File: src/rtl/avst_pkt_tx.sv
// Avalon-ST store-and-forward packet source: bytes + last flag in, whole packets out under ready backpressure.
// Optional AVST_TX_STATS_EN adds a 16-bit count of transmitted packets (tx_pkt_cnt).
module avst_pkt_tx #(
   parameter int DATA_W     = 8,
   parameter int DEPTH      = 16,
   parameter int GAP_CYCLES = 0
) (
   input  logic              clk,
   input  logic              reset,
   input  logic              wr_en,
   input  logic [DATA_W-1:0] wr_data,
   input  logic              wr_last,
   output logic              wr_full,
   output logic [DATA_W-1:0] data_out,
   output logic              end_out,
   output logic              valid_out,
   input  logic              ready_out
`ifdef AVST_TX_STATS_EN
   ,
   output logic [15:0]       tx_pkt_cnt
`endif
);

   localparam int AW = $clog2(DEPTH);
   localparam int CW = AW + 1;
   localparam int PW = $clog2(DEPTH + 2);

   typedef enum logic [1:0] {IDLE, SEND, GAP} state_t;

   state_t            state, state_nxt;
   logic [DATA_W:0]   mem [DEPTH];
   logic [AW-1:0]     wr_ptr, rd_ptr;
   logic [CW-1:0]     count;
   logic [PW-1:0]     pkt_cnt;
   logic [7:0]        gap_cnt, gap_cnt_nxt;
   logic              push, pop, xfer, end_xfer, fifo_empty, start_ok, out_vld_nxt;

   assign wr_full    = (count == CW'(DEPTH));
   assign fifo_empty = (count == '0);
   assign push       = wr_en & ~wr_full;
   assign xfer       = valid_out & ready_out;
   assign end_xfer   = xfer & end_out;
   // A full FIFO with no complete packet would deadlock, so it is allowed to start (cut-through).
   assign start_ok   = (pkt_cnt != '0) | wr_full;

   always_comb begin
      state_nxt   = state;
      pop         = 1'b0;
      out_vld_nxt = valid_out;
      gap_cnt_nxt = gap_cnt;
      case (state)
         IDLE: begin
            if (start_ok) state_nxt = SEND;
         end
         SEND: begin
            if (end_xfer) begin
               if (GAP_CYCLES > 0) begin
                  state_nxt   = GAP;
                  gap_cnt_nxt = 8'(GAP_CYCLES);
                  out_vld_nxt = 1'b0;
               end else if (pkt_cnt > PW'(1)) begin
                  pop         = 1'b1;
                  out_vld_nxt = 1'b1;
               end else begin
                  state_nxt   = IDLE;
                  out_vld_nxt = 1'b0;
               end
            end else if (!valid_out || xfer) begin
               // A held last beat never reaches here, so nothing past it is popped.
               pop         = ~fifo_empty;
               out_vld_nxt = ~fifo_empty;
            end
         end
         GAP: begin
            gap_cnt_nxt = gap_cnt - 8'd1;
            if (gap_cnt == 8'd1) begin
               // Load the next head on the exit edge so the idle stretch is exactly GAP_CYCLES.
               if (start_ok) begin
                  state_nxt   = SEND;
                  pop         = 1'b1;
                  out_vld_nxt = 1'b1;
               end else begin
                  state_nxt   = IDLE;
               end
            end
         end
         default: state_nxt = IDLE;
      endcase
   end

   always_ff @(posedge clk or negedge reset) begin
      if (!reset) begin
         state     <= IDLE;
         gap_cnt   <= '0;
         wr_ptr    <= '0;
         rd_ptr    <= '0;
         count     <= '0;
         pkt_cnt   <= '0;
         valid_out <= 1'b0;
         end_out   <= 1'b0;
         data_out  <= '0;
      end else begin
         state     <= state_nxt;
         gap_cnt   <= gap_cnt_nxt;
         valid_out <= out_vld_nxt;
         if (push) wr_ptr <= wr_ptr + 1'b1;
         if (pop)  rd_ptr <= rd_ptr + 1'b1;
         case ({push, pop})
            2'b10:   count <= count + 1'b1;
            2'b01:   count <= count - 1'b1;
            default: count <= count;
         endcase
         if ((push & wr_last) & ~end_xfer)      pkt_cnt <= pkt_cnt + 1'b1;
         else if (~(push & wr_last) & end_xfer) pkt_cnt <= pkt_cnt - 1'b1;
         if (pop) {end_out, data_out} <= mem[rd_ptr];
      end
   end

   always_ff @(posedge clk) begin
      if (push) mem[wr_ptr] <= {wr_last, wr_data};
   end

`ifdef AVST_TX_STATS_EN
   always_ff @(posedge clk or negedge reset) begin
      if (!reset)        tx_pkt_cnt <= '0;
      else if (end_xfer) tx_pkt_cnt <= tx_pkt_cnt + 16'd1;
   end
`endif

endmodule

File: config.mk
export PLATFORM = sky130hd
export DESIGN_NAME = avst_pkt_tx
export DESIGN_NICKNAME = d
export VERILOG_FILES = /design/src/rtl/avst_pkt_tx.sv
export SDC_FILE = /design/constraint.sdc
export NUM_CORES = 1
export LEC_CHECK = 0
export CAP_MARGIN = 10
export CORE_MARGIN = 5
export CORE_UTILIZATION = 50
export CTS_CLUSTER_SIZE = 20
export DETAILED_ROUTE_END_ITERATION = 10
export PLACE_DENSITY = 0.75
export SYNTH_ARGS = -nofsm -noshare
export SYNTH_HDL_FRONTEND = slang
export SYNTH_SLANG_ARGS = --single-unit
File: constraint.sdc
create_clock -name clk -period 3.8 [get_ports clk]
set_input_delay 0.38 -clock clk [delete_from_list [all_inputs] [get_ports clk]]
set_output_delay 0.38 -clock clk [all_outputs]
set_load 0.01 [all_outputs]
Word level (Yosys, flattened, before mapping)
Memories as Yosys holds them, arrays and structs flattened. A register that Yosys moved wholly into a read port is not among the register bits.
Cells that the tools add are included.

operators by class
  muxes and demuxes = 22
  reductions and logical operators = 11
  $add $sub $neg = 7
  eq/ne operators = 12
  $lt $le $gt $ge = 1
  bitwise logic cells = 11

operators with widths
  cell                                                            count
  two-way mux 1 bit                                               12
  adder 5 x 1 -> 5 bit (second input constant)                    2
  two-way mux 5 bit                                               2
  inequality test 2 bit (second input constant)                   5
  one-hot mux 5 bit (2 select lines)                              1
  subtractor 5 x 1 -> 5 bit (second input constant)               2
  adder 4 x 1 -> 4 bit (second input constant)                    2
  equality test 8 x 1 -> 1 bit (second input constant)            1
  two-way mux 2 bit                                               4
  AND reduction 4 bit                                             2
  subtractor 8 x 1 -> 8 bit (second input constant)               1
  bitwise AND 1 bit                                               6
  one-hot mux 2 bit (3 select lines)                              1
  nonzero test 2 bit                                              3
  equality test 5 bit (second input constant)                     1
  greater-than comparator 5 x 1 -> 1 bit (second input constant)  1
  zero test 5 bit                                                 1
  nonzero test 5 bit                                              1
  equality test 2 x 1 -> 1 bit (second input constant)            2
  equality test 2 bit (second input constant)                     2
  NOT 1 bit                                                       4
  one-hot mux 1 bit (2 select lines)                              2
  inequality test 3 bit (second input constant)                   1
  zero test 1 bit                                                 2
  3 further kinds                                                 3

word-level totals
  flip-flop bits (word level) = 29
  RAM bits = 144
  memories kept = 1
  bits of input ports = 13

memory list
  name  words  width  rd ports  clocked after Yosys merged registers in  write ports  line  source
  mem   16     9      1         1                                        1            31    logic [DATA_W:0] mem [DEPTH];

Logic depth before layout (Yosys ltp)
Gate-level depths: netlist of run 1.

  word-level depth = 8
  depth in mapped cells = 15

Least setup slack after synthesis of run 1
OpenSTA, ideal clock, no wires.

  kind = register to register
  start = register pkt_cnt[1]
  end = register count[4]
  required time = 3.720 ns
  stages on the path, launching flop included = 16
  buffers on the path = 1
  arrival = 2.765 ns
  slack = 0.955 ns
  period minus slack after synthesis = 2.845 ns
  path through = dfrtp_1 inv_1 ha_1 o21bai_1 a211oi_1 o21ai_4 buf_2 inv_1 ha_1 inv_1 fa_1 nor2b_1 o21ai_0 and3_1 nor3_1 xnor2_1

on the way
  word-level cells in the longest chain between the ends = 7

ends and longest elaborated chain
  item                                                                                            line  source
  start, declared                                                                                 34    logic [PW-1:0] pkt_cnt;
  start signal, assigned                                                                          113   if ((push & wr_last) & ~end_xfer) pkt_cnt <= pkt_cnt + 1'b1;
  start signal, assigned                                                                          114   else if (~(push & wr_last) & end_xfer) pkt_cnt <= pkt_cnt - 1'b1;
  parallel branches: the longest is 4 deep, another holds greater-than comparator 5 x 1 -> 1 bit  -
  one-hot mux 1 bit (2 select lines) (*)                                                          51    case (state)
  net pop                                                                                         36    logic push, pop, xfer, end_xfer, fifo_empty, start_ok, out_vld_nxt;
  equality test 2 x 1 -> 1 bit or equality test 2 bit (tied branches)                             108   case ({push, pop})
  one-hot mux 5 bit (2 select lines) or nonzero test 2 bit (tied branches)                        -
  end signal, assigned                                                                            109   2'b10: count <= count + 1'b1;
  end signal, assigned                                                                            110   2'b01: count <= count - 1'b1;
  end signal, assigned                                                                            111   default: count <= count;
  end, declared                                                                                   33    logic [CW-1:0] count;

Mark *: on every way through the listed nets, which the timed path passes.
A chain may end at the register's enable or synchronous reset.

Worst setup path in the final report of run 1
Same ends and word-level chain as after synthesis.

==> results.json, run 1 <==
{
  "start_util_pct": 50.8,
  "holdPathStages": 1,
  "period_share_pct": 82.7,
  "cts_buffer_depth": 2,
  "cp.required_ns": 4.14,
  "rows": 43,
  "antenna_cells": 0,
  "final_cell_mix": "edfxtp_1, dfrtp_1, clkdlybuf4s50_1, mux4_2, a22oi_1",
  "routed_wl_um": 13500,
  "critPathKind": "flop to flop",
  "dp.cells": 580,
  "final_net_count": 447,
  "yosysSeqAreaShare_pct": 71.6,
  "drc": 0,
  "routabilityCongestion": 0.791,
  "syn_area_per_cell_um2": 18.4,
  "setup_viol_count_final": 0,
  "ios": 24,
  "die_w_um": 129,
  "p_leak_uw": 0.00287,
  "yosysUniqueCellTypes": 37,
  "worstSkewPairLatency_ns": 0.43,
  "vias_per_cell": 5.80,
  "cts_root_buf": "clkbuf_16",
  "worstMarginPinSlew_ns": 1.05,
  "cts_tree": "built",
  "cts_resized": 0,
  "final_util_pct": 58.4,
  "yosysWarnings": 0,
  "fin_area_um2": 8110,
  "final_common_cell": "edfxtp_1",
  "hold_class": "flop to flop",
  "grt_max_degree": 25,
  "fin_crit_ns": 3.14,
  "cts_inserted_buffers": 17,
  "grt_pass1_vias": 3590,
  "cts.htree.levels": 4,
  "die_h_um": 129,
  "fin_tns_setup_ns": 0,
  "syn-cell-area_um2": 7050,
  "dpl-instance-area_um2": 7480,
  "critical_path.cell_chain": "inv_1 -> ha_1 -> o21bai_1 -> a211oi_1 -> o21ai_4 -> inv_1 -> ha_1 -> inv_1 -> fa_1 -> nor2b_1 -> o21ai_0 -> and3_1 -> nor3_1 -> xnor2_1",
  "syn_inst": 383,
  "worstRegToRegCells": 14,
  "grt_overflow": 0,
  "synth_nets": 411,
  "clk_pin_slew_ns": 0.06,
  "max_freq_ghz": 0.318,
  "cp_max_fo": 24,
  "finClkSkew_ns": 0.0145,
  "startpoint_type": "flop",
  "pwr_density_cell_nw_per_um2": 778,
  "status": "finished clean",
  "cpMaxStageDelayCell": "dfrtp_1",
  "maxCapViolCount": 0,
  "cp-end-kind": "flop",
  "core-area_um2": 13900,
  "slew_violations": 0,
  "antenna_found_initial": 0,
  "antenna_left": 0,
  "synth-seq-cells": 173,
  "wl_per_cell_um": 22.0,
  "dieArea_um2": 16600,
  "gr-usage-all-layers_pct": 17.1,
  "post_cts_buffers": 0,
  "critPathMostFrequentCell": "inv_1",
  "cts_hold_buf": 0,
  "vdd.ir_drop.worst_mv": 0.403,
  "first_pass_iters": 4,
  "fin_cells": 612,
  "vias": 3549,
  "drtIter0Drc": 309,
  "critPathMaxStageDelay_ns": 0.42,
  "clkSinkCount": 173,
  "slew_headroom_pct": 29.7,
  "final_layout_size_suffix_gt1_share_pct": 15.7,
  "port_buffers": 23,
  "hpwlAfterDp_um": 8440,
  "rsz0062_at_grt": "no",
  "grt_pass1_wl_um": 20600,
  "area_growth_pct": 14.9,
  "cp.arrival_ns": 3.49,
  "final_hold_viol_count": 0
}
[metal layers]
| metal | wire length, µm | global-route usage, % |
|---|---|---|
| met5 | 0 | 0 |
| met4 | 342 | 6.11 |
| met3 | 806 | 4.03 |
| met2 | 6710 | 27.7 |
| met1 | 5610 | 23.0 |
[power by group]
group          leakage [µW]  total [µW]  switching, µW  internal (µW)
registers           0.00164        2680            296           2380
clock network      0.000298        1790            787           1010
logic              0.000930        1840            941            896
total               0.00287        6300           2020           4280
[layout make-up]
type | instances | area, µm²
fillers | 1018 | 5770
flip-flops and latches | 173 | 5050
multi-input cells | 178 | 1840
clock buffers | 17 | 425
repair buffers | 34 | 313
well taps | 180 | 225
clock inverters | 15 | 196
inverters | 15 | 56.3
[worst max-delay path: cells and delay by family, from the launching register on]
| family | cells | cell delay, ns |
|---|---|---|
| simple gates | 3 | 0.48 |
| flops | 1 | 0.42 |
| fa+ha+maj | 3 | 0.81 |
| buf+inv | 3 | 0.32 |
| xor+xnor | 1 | 0.14 |
| compound gates | 4 | 0.88 |
[logic make-up after synthesis]
| family | after synthesis | synth area share, % |
|---|---|---|
| xor+xnor | 15 | 1.86 |
| mux | 38 | 12.5 |
| flops | 173 | 71.6 |
| buf+inv | 32 | 2.32 |
| simple gates | 58 | 3.96 |
| compound gates | 52 | 4.95 |
| fa+ha+maj | 15 | 2.77 |
[sequential cells by signal, indices dropped and copies added (netlist names)]
| name | cells |
|---|---|
| end_out | 1 |
| valid_out | 1 |
| pkt_cnt | 5 |
| count | 5 |
| state | 1 |
| data_out | 8 |
| wr_ptr | 4 |
| rd_ptr | 4 |
| mem | 144 |
[final timing paths]
kind | startpoint | endpoint | slack (ns)
max | pkt_cnt[1]$_DFFE_PN0P_ | count[4]$_DFFE_PN0P_ | 0.66
min | pkt_cnt[4]$_DFFE_PN0P_ | pkt_cnt[4]$_DFFE_PN0P_ | 0.47
max reg2reg | pkt_cnt[1]$_DFFE_PN0P_ | count[4]$_DFFE_PN0P_ | 0.66
min reg2reg | pkt_cnt[4]$_DFFE_PN0P_ | pkt_cnt[4]$_DFFE_PN0P_ | 0.47
max in group asynchronous | reset | wr_ptr[0]$_DFFE_PN0P_ | 2.65
min in group asynchronous | reset | data_out[7]$_DFFE_PN0P_ | 0.49
[per-stage QoR]
step	setup WS, ns	hold WS, ns	power [µW]
after floorplan	0.955	0.0844	4000
after global placement	0.674	0.459	4480
after detailed placement	0.580	0.458	4560
after CTS	0.646	0.476	6360
after global routing	0.388	0.493	6630
final	0.658	0.471	6300
[synthesized netlist by cell type]
| master | instances | share of area, % |
|---|---|---|
| and3_1 | 2 | 0.18 |
| buf_12 | 1 | 0.28 |
| mux4_1 | 14 | 5.2 |
| xnor2_1 | 7 | 0.87 |
| o21bai_1 | 1 | 0.11 |
| and2_1 | 2 | 0.18 |
| mux2_1 | 1 | 0.16 |
| a21oi_1 | 13 | 0.92 |
| a211oi_1 | 1 | 0.11 |
| or4b_1 | 1 | 0.14 |
| nand2b_1 | 3 | 0.27 |
| nand3_1 | 2 | 0.14 |
| a22oi_1 | 19 | 2.0 |
| nor2_1 | 17 | 0.90 |
| buf_1 | 2 | 0.11 |
| nor2b_1 | 3 | 0.27 |
| mux4_2 | 22 | 7.0 |
| nand4_1 | 3 | 0.27 |
| buf_6 | 1 | 0.16 |
| xor2_1 | 8 | 0.99 |
| inv_1 | 15 | 0.80 |
| buf_8 | 1 | 0.21 |
| dfrtp_1 | 29 | 10 |
| nor3_1 | 6 | 0.43 |
| o21ai_1 | 1 | 0.071 |
| o21ai_4 | 1 | 0.23 |
| nor4_2 | 1 | 0.18 |
| buf_2 | 7 | 0.50 |
| o21ai_0 | 6 | 0.43 |
| or4_1 | 1 | 0.11 |
| edfxtp_1 | 144 | 61 |
| ha_1 | 14 | 2.5 |
| fa_1 | 1 | 0.28 |
| mux2i_1 | 1 | 0.14 |
| nand2_1 | 17 | 0.90 |
| clkbuf_1 | 5 | 0.27 |
| a21o_1 | 10 | 1.1 |
Power figures use the tool's default switching activity.
==> run 2, diff against run 1 <==
--- a/config.mk
+++ b/config.mk
@@ -10,7 +10,7 @@
 export CORE_UTILIZATION = 50
 export CTS_CLUSTER_SIZE = 20
 export DETAILED_ROUTE_END_ITERATION = 10
-export PLACE_DENSITY = 0.75
+export PLACE_DENSITY = 0.78
 export SYNTH_ARGS = -nofsm -noshare
 export SYNTH_HDL_FRONTEND = slang
 export SYNTH_SLANG_ARGS = --single-unit
==> constraint.sdc (replaced) <==
create_clock -name clk -period 2.7 [get_ports clk]
set_input_delay 0.27 -clock clk [delete_from_list [all_inputs] [get_ports clk]]
set_output_delay 0.27 -clock clk [all_outputs]
set_load 0.01 [all_outputs]
==> run 2 against run 1 <==
Cell count grew 1.3%; sequential share of layout area is 0.83 points lower; clock skew shrank 0.0056 ns; power increased by 44%; cell area up 1.4%; global-route usage is 0.78 points higher; core utilization rose by 0.79 points; wire length rose by 3.9%; critical endpoint unchanged.
==> results.json, run 2 (synthesis results as in run 1) <==
{
  "slew_headroom_pct": 24.6,
  "ios": 24,
  "port_buffers": 23,
  "top_regs": "mem: 144 flops, data_out: 8 flops",
  "grt_overflow": 0,
  "clkSinkCount": 173,
  "p_leak_uw": 0.00292,
  "fin_cells": 620,
  "antenna_cells": 0,
  "final_common_cell": "edfxtp_1",
  "critPathTopFamily": "adder cells",
  "dpl-instance-area_um2": 7570,
  "layout_setup_ws_ns": 0.184,
  "finClkSkew_ns": 0.00890,
  "grt_max_degree": 40,
  "routabilityCongestion": 0.864,
  "critical_path.cell_chain": "inv_1 -> ha_1 -> o21bai_2 -> a211oi_2 -> o21ai_4 -> inv_2 -> ha_4 -> inv_2 -> fa_2 -> nor2b_1 -> o21ai_1 -> and3_1 -> nor3_2 -> xnor2_1",
  "status": "finished clean",
  "holdWs_ns": 0.235,
  "vias_per_cell": 5.88,
  "fin_crit_ns": 2.52,
  "vias": 3643,
  "critPathMostFrequentCell": "inv_2",
  "cts.htree.levels": 4,
  "clk_pin_slew_ns": 0.06,
  "grt_pass1_vias": 3689,
  "cts_root_buf": "clkbuf_16",
  "cts_buffer_depth": 2,
  "hold_class": "primary input to async pin",
  "antenna_found_initial": 0,
  "worstMarginPinSlew_ns": 1.13,
  "gr-usage-all-layers_pct": 17.9,
  "cts_hold_buf": 0,
  "cp.arrival_ns": 2.87,
  "crit_buf_inv": 3,
  "fin_tns_setup_ns": 0,
  "cp-end-kind": "flop",
  "fillers": 988,
  "vdd.ir_drop.worst_mv": 0.793,
  "die_w_um": 129,
  "worstSkewPairLatency_ns": 0.43,
  "die_h_um": 129,
  "period_share_pct": 93.2,
  "grt_pass1_wl_um": 21500,
  "pwr_density_cell_nw_per_um2": 1100,
  "critPathKind": "flop to flop",
  "top_register": "mem",
  "first_pass_iters": 5,
  "drtIter0Drc": 287,
  "setup_viol_count_final": 0,
  "rsz0062_at_grt": "no",
  "cpMaxStageDelayCell": "fa_2",
  "drc": 0,
  "core-area_um2": 13900,
  "worstRegToRegCells": 14,
  "routed_wl_um": 14000,
  "r2r-end": "count[4]$_DFFE_PN0P_",
  "area_growth_pct": 16.5,
  "pre_cts_slack_ns": 0.0579,
  "final_layout_size_suffix_gt1_share_pct": 18.9,
  "fin_area_um2": 8220,
  "antenna_left": 0,
  "r2r_start": "pkt_cnt[1]$_DFFE_PN0P_",
  "final_hold_viol_count": 0,
  "critPathMaxStageDelay_ns": 0.35,
  "rows": 43,
  "maxCapViolCount": 0,
  "cp_max_fo": 4,
  "cts_inserted_buffers": 17,
  "slew_violations": 0,
  "cts_tree": "built",
  "final_net_count": 457,
  "dp.cells": 586,
  "max_freq_ghz": 0.397,
  "cp.required_ns": 3.05,
  "startpoint_type": "flop",
  "final_cell_mix": "edfxtp_1, dfrtp_1, clkdlybuf4s50_1, mux4_2",
  "largest_register_ffs": 144,
  "start_util_pct": 50.8,
  "hpwlAfterDp_um": 8430,
  "r2r_slack_ns": 0.18,
  "wl_per_cell_um": 22.6,
  "dieArea_um2": 16600
}
==> run 2: cell types whose count changed in the layout (fill, tap and decap cells not counted), sizes merged <==
| cell | previous run | this run |
|---|---|---|
| inv | 23 | 19 |
| buf | 11 | 21 |
| clkbuf | 17 | 18 |
| bufinv | 2 | 3 |
==> run 2: stage by stage <==
stage / power (µW) / utilization (%)
2_1_floorplan: 5660 / -
3_3_place_gp: 6410 / 54.5
3_5_place_dp: 6530 / 54.5
4_1_cts: 9020 / 58.8
5_1_grt: 9500 / 59.2
6_report: 9060 / 59.2
==> run 2: repair_timing <==
item,in CTS,in global routing
endpoints found under the setup margin,0,1
setup buffers,0,4
gates resized for setup,0,7
endpoints found under the hold margin,0,0
==> run 2: cell type report <==
class,instances,area [µm²],share of cell area (%)
Clock inverter,12,163,1.98
Tap cell,180,225,2.74
Multi-Input combinational cell,178,1880,22.9
Inverter,15,56.3,0.685
Sequential cell,173,5050,61.5
Clock buffer,18,429,5.22
Timing Repair Buffer,44,413,5.03
==> run 2: worst max-delay path by stage <==
stage,start,to,cells after the start
after floorplan,pkt_cnt[1]$_DFFE_PN0P_,count[4]$_DFFE_PN0P_,15
after global placement,ready_out,count[4]$_DFFE_PN0P_,13
after detailed placement,ready_out,count[4]$_DFFE_PN0P_,13
after CTS,pkt_cnt[1]$_DFFE_PN0P_,count[4]$_DFFE_PN0P_,14
after global routing,pkt_cnt[1]$_DFFE_PN0P_,count[4]$_DFFE_PN0P_,14
final,pkt_cnt[1]$_DFFE_PN0P_,count[4]$_DFFE_PN0P_,14
==> run 2: per-layer routing <==
metal | track usage (%) | up-vias | routed length, µm
li1 | - | 1606 | -
met4 | 6.05 | 0 | 222
met2 | 29.3 | 143 | 7240
met5 | 0 | - | 0
met1 | 23.5 | 1870 | 5610
met3 | 4.86 | 24 | 919
==> run 2: power by group <==
group	total [µW]	internal, µW	switching, µW
logic	2970	1420	1550
registers	3640	3350	283
clock network	2460	1460	1000
==> run 2: worst reg2reg max path: stages (launching register included) <==
cell      delay [ns]
dfrtp_1         0.34
inv_1           0.07
ha_1            0.17
o21bai_2        0.20
a211oi_2        0.26
o21ai_4         0.08
inv_2           0.07
ha_4            0.14
inv_2           0.05
fa_2            0.35
nor2b_1         0.11
o21ai_1         0.08
and3_1          0.18
nor3_2          0.20
xnor2_1         0.13
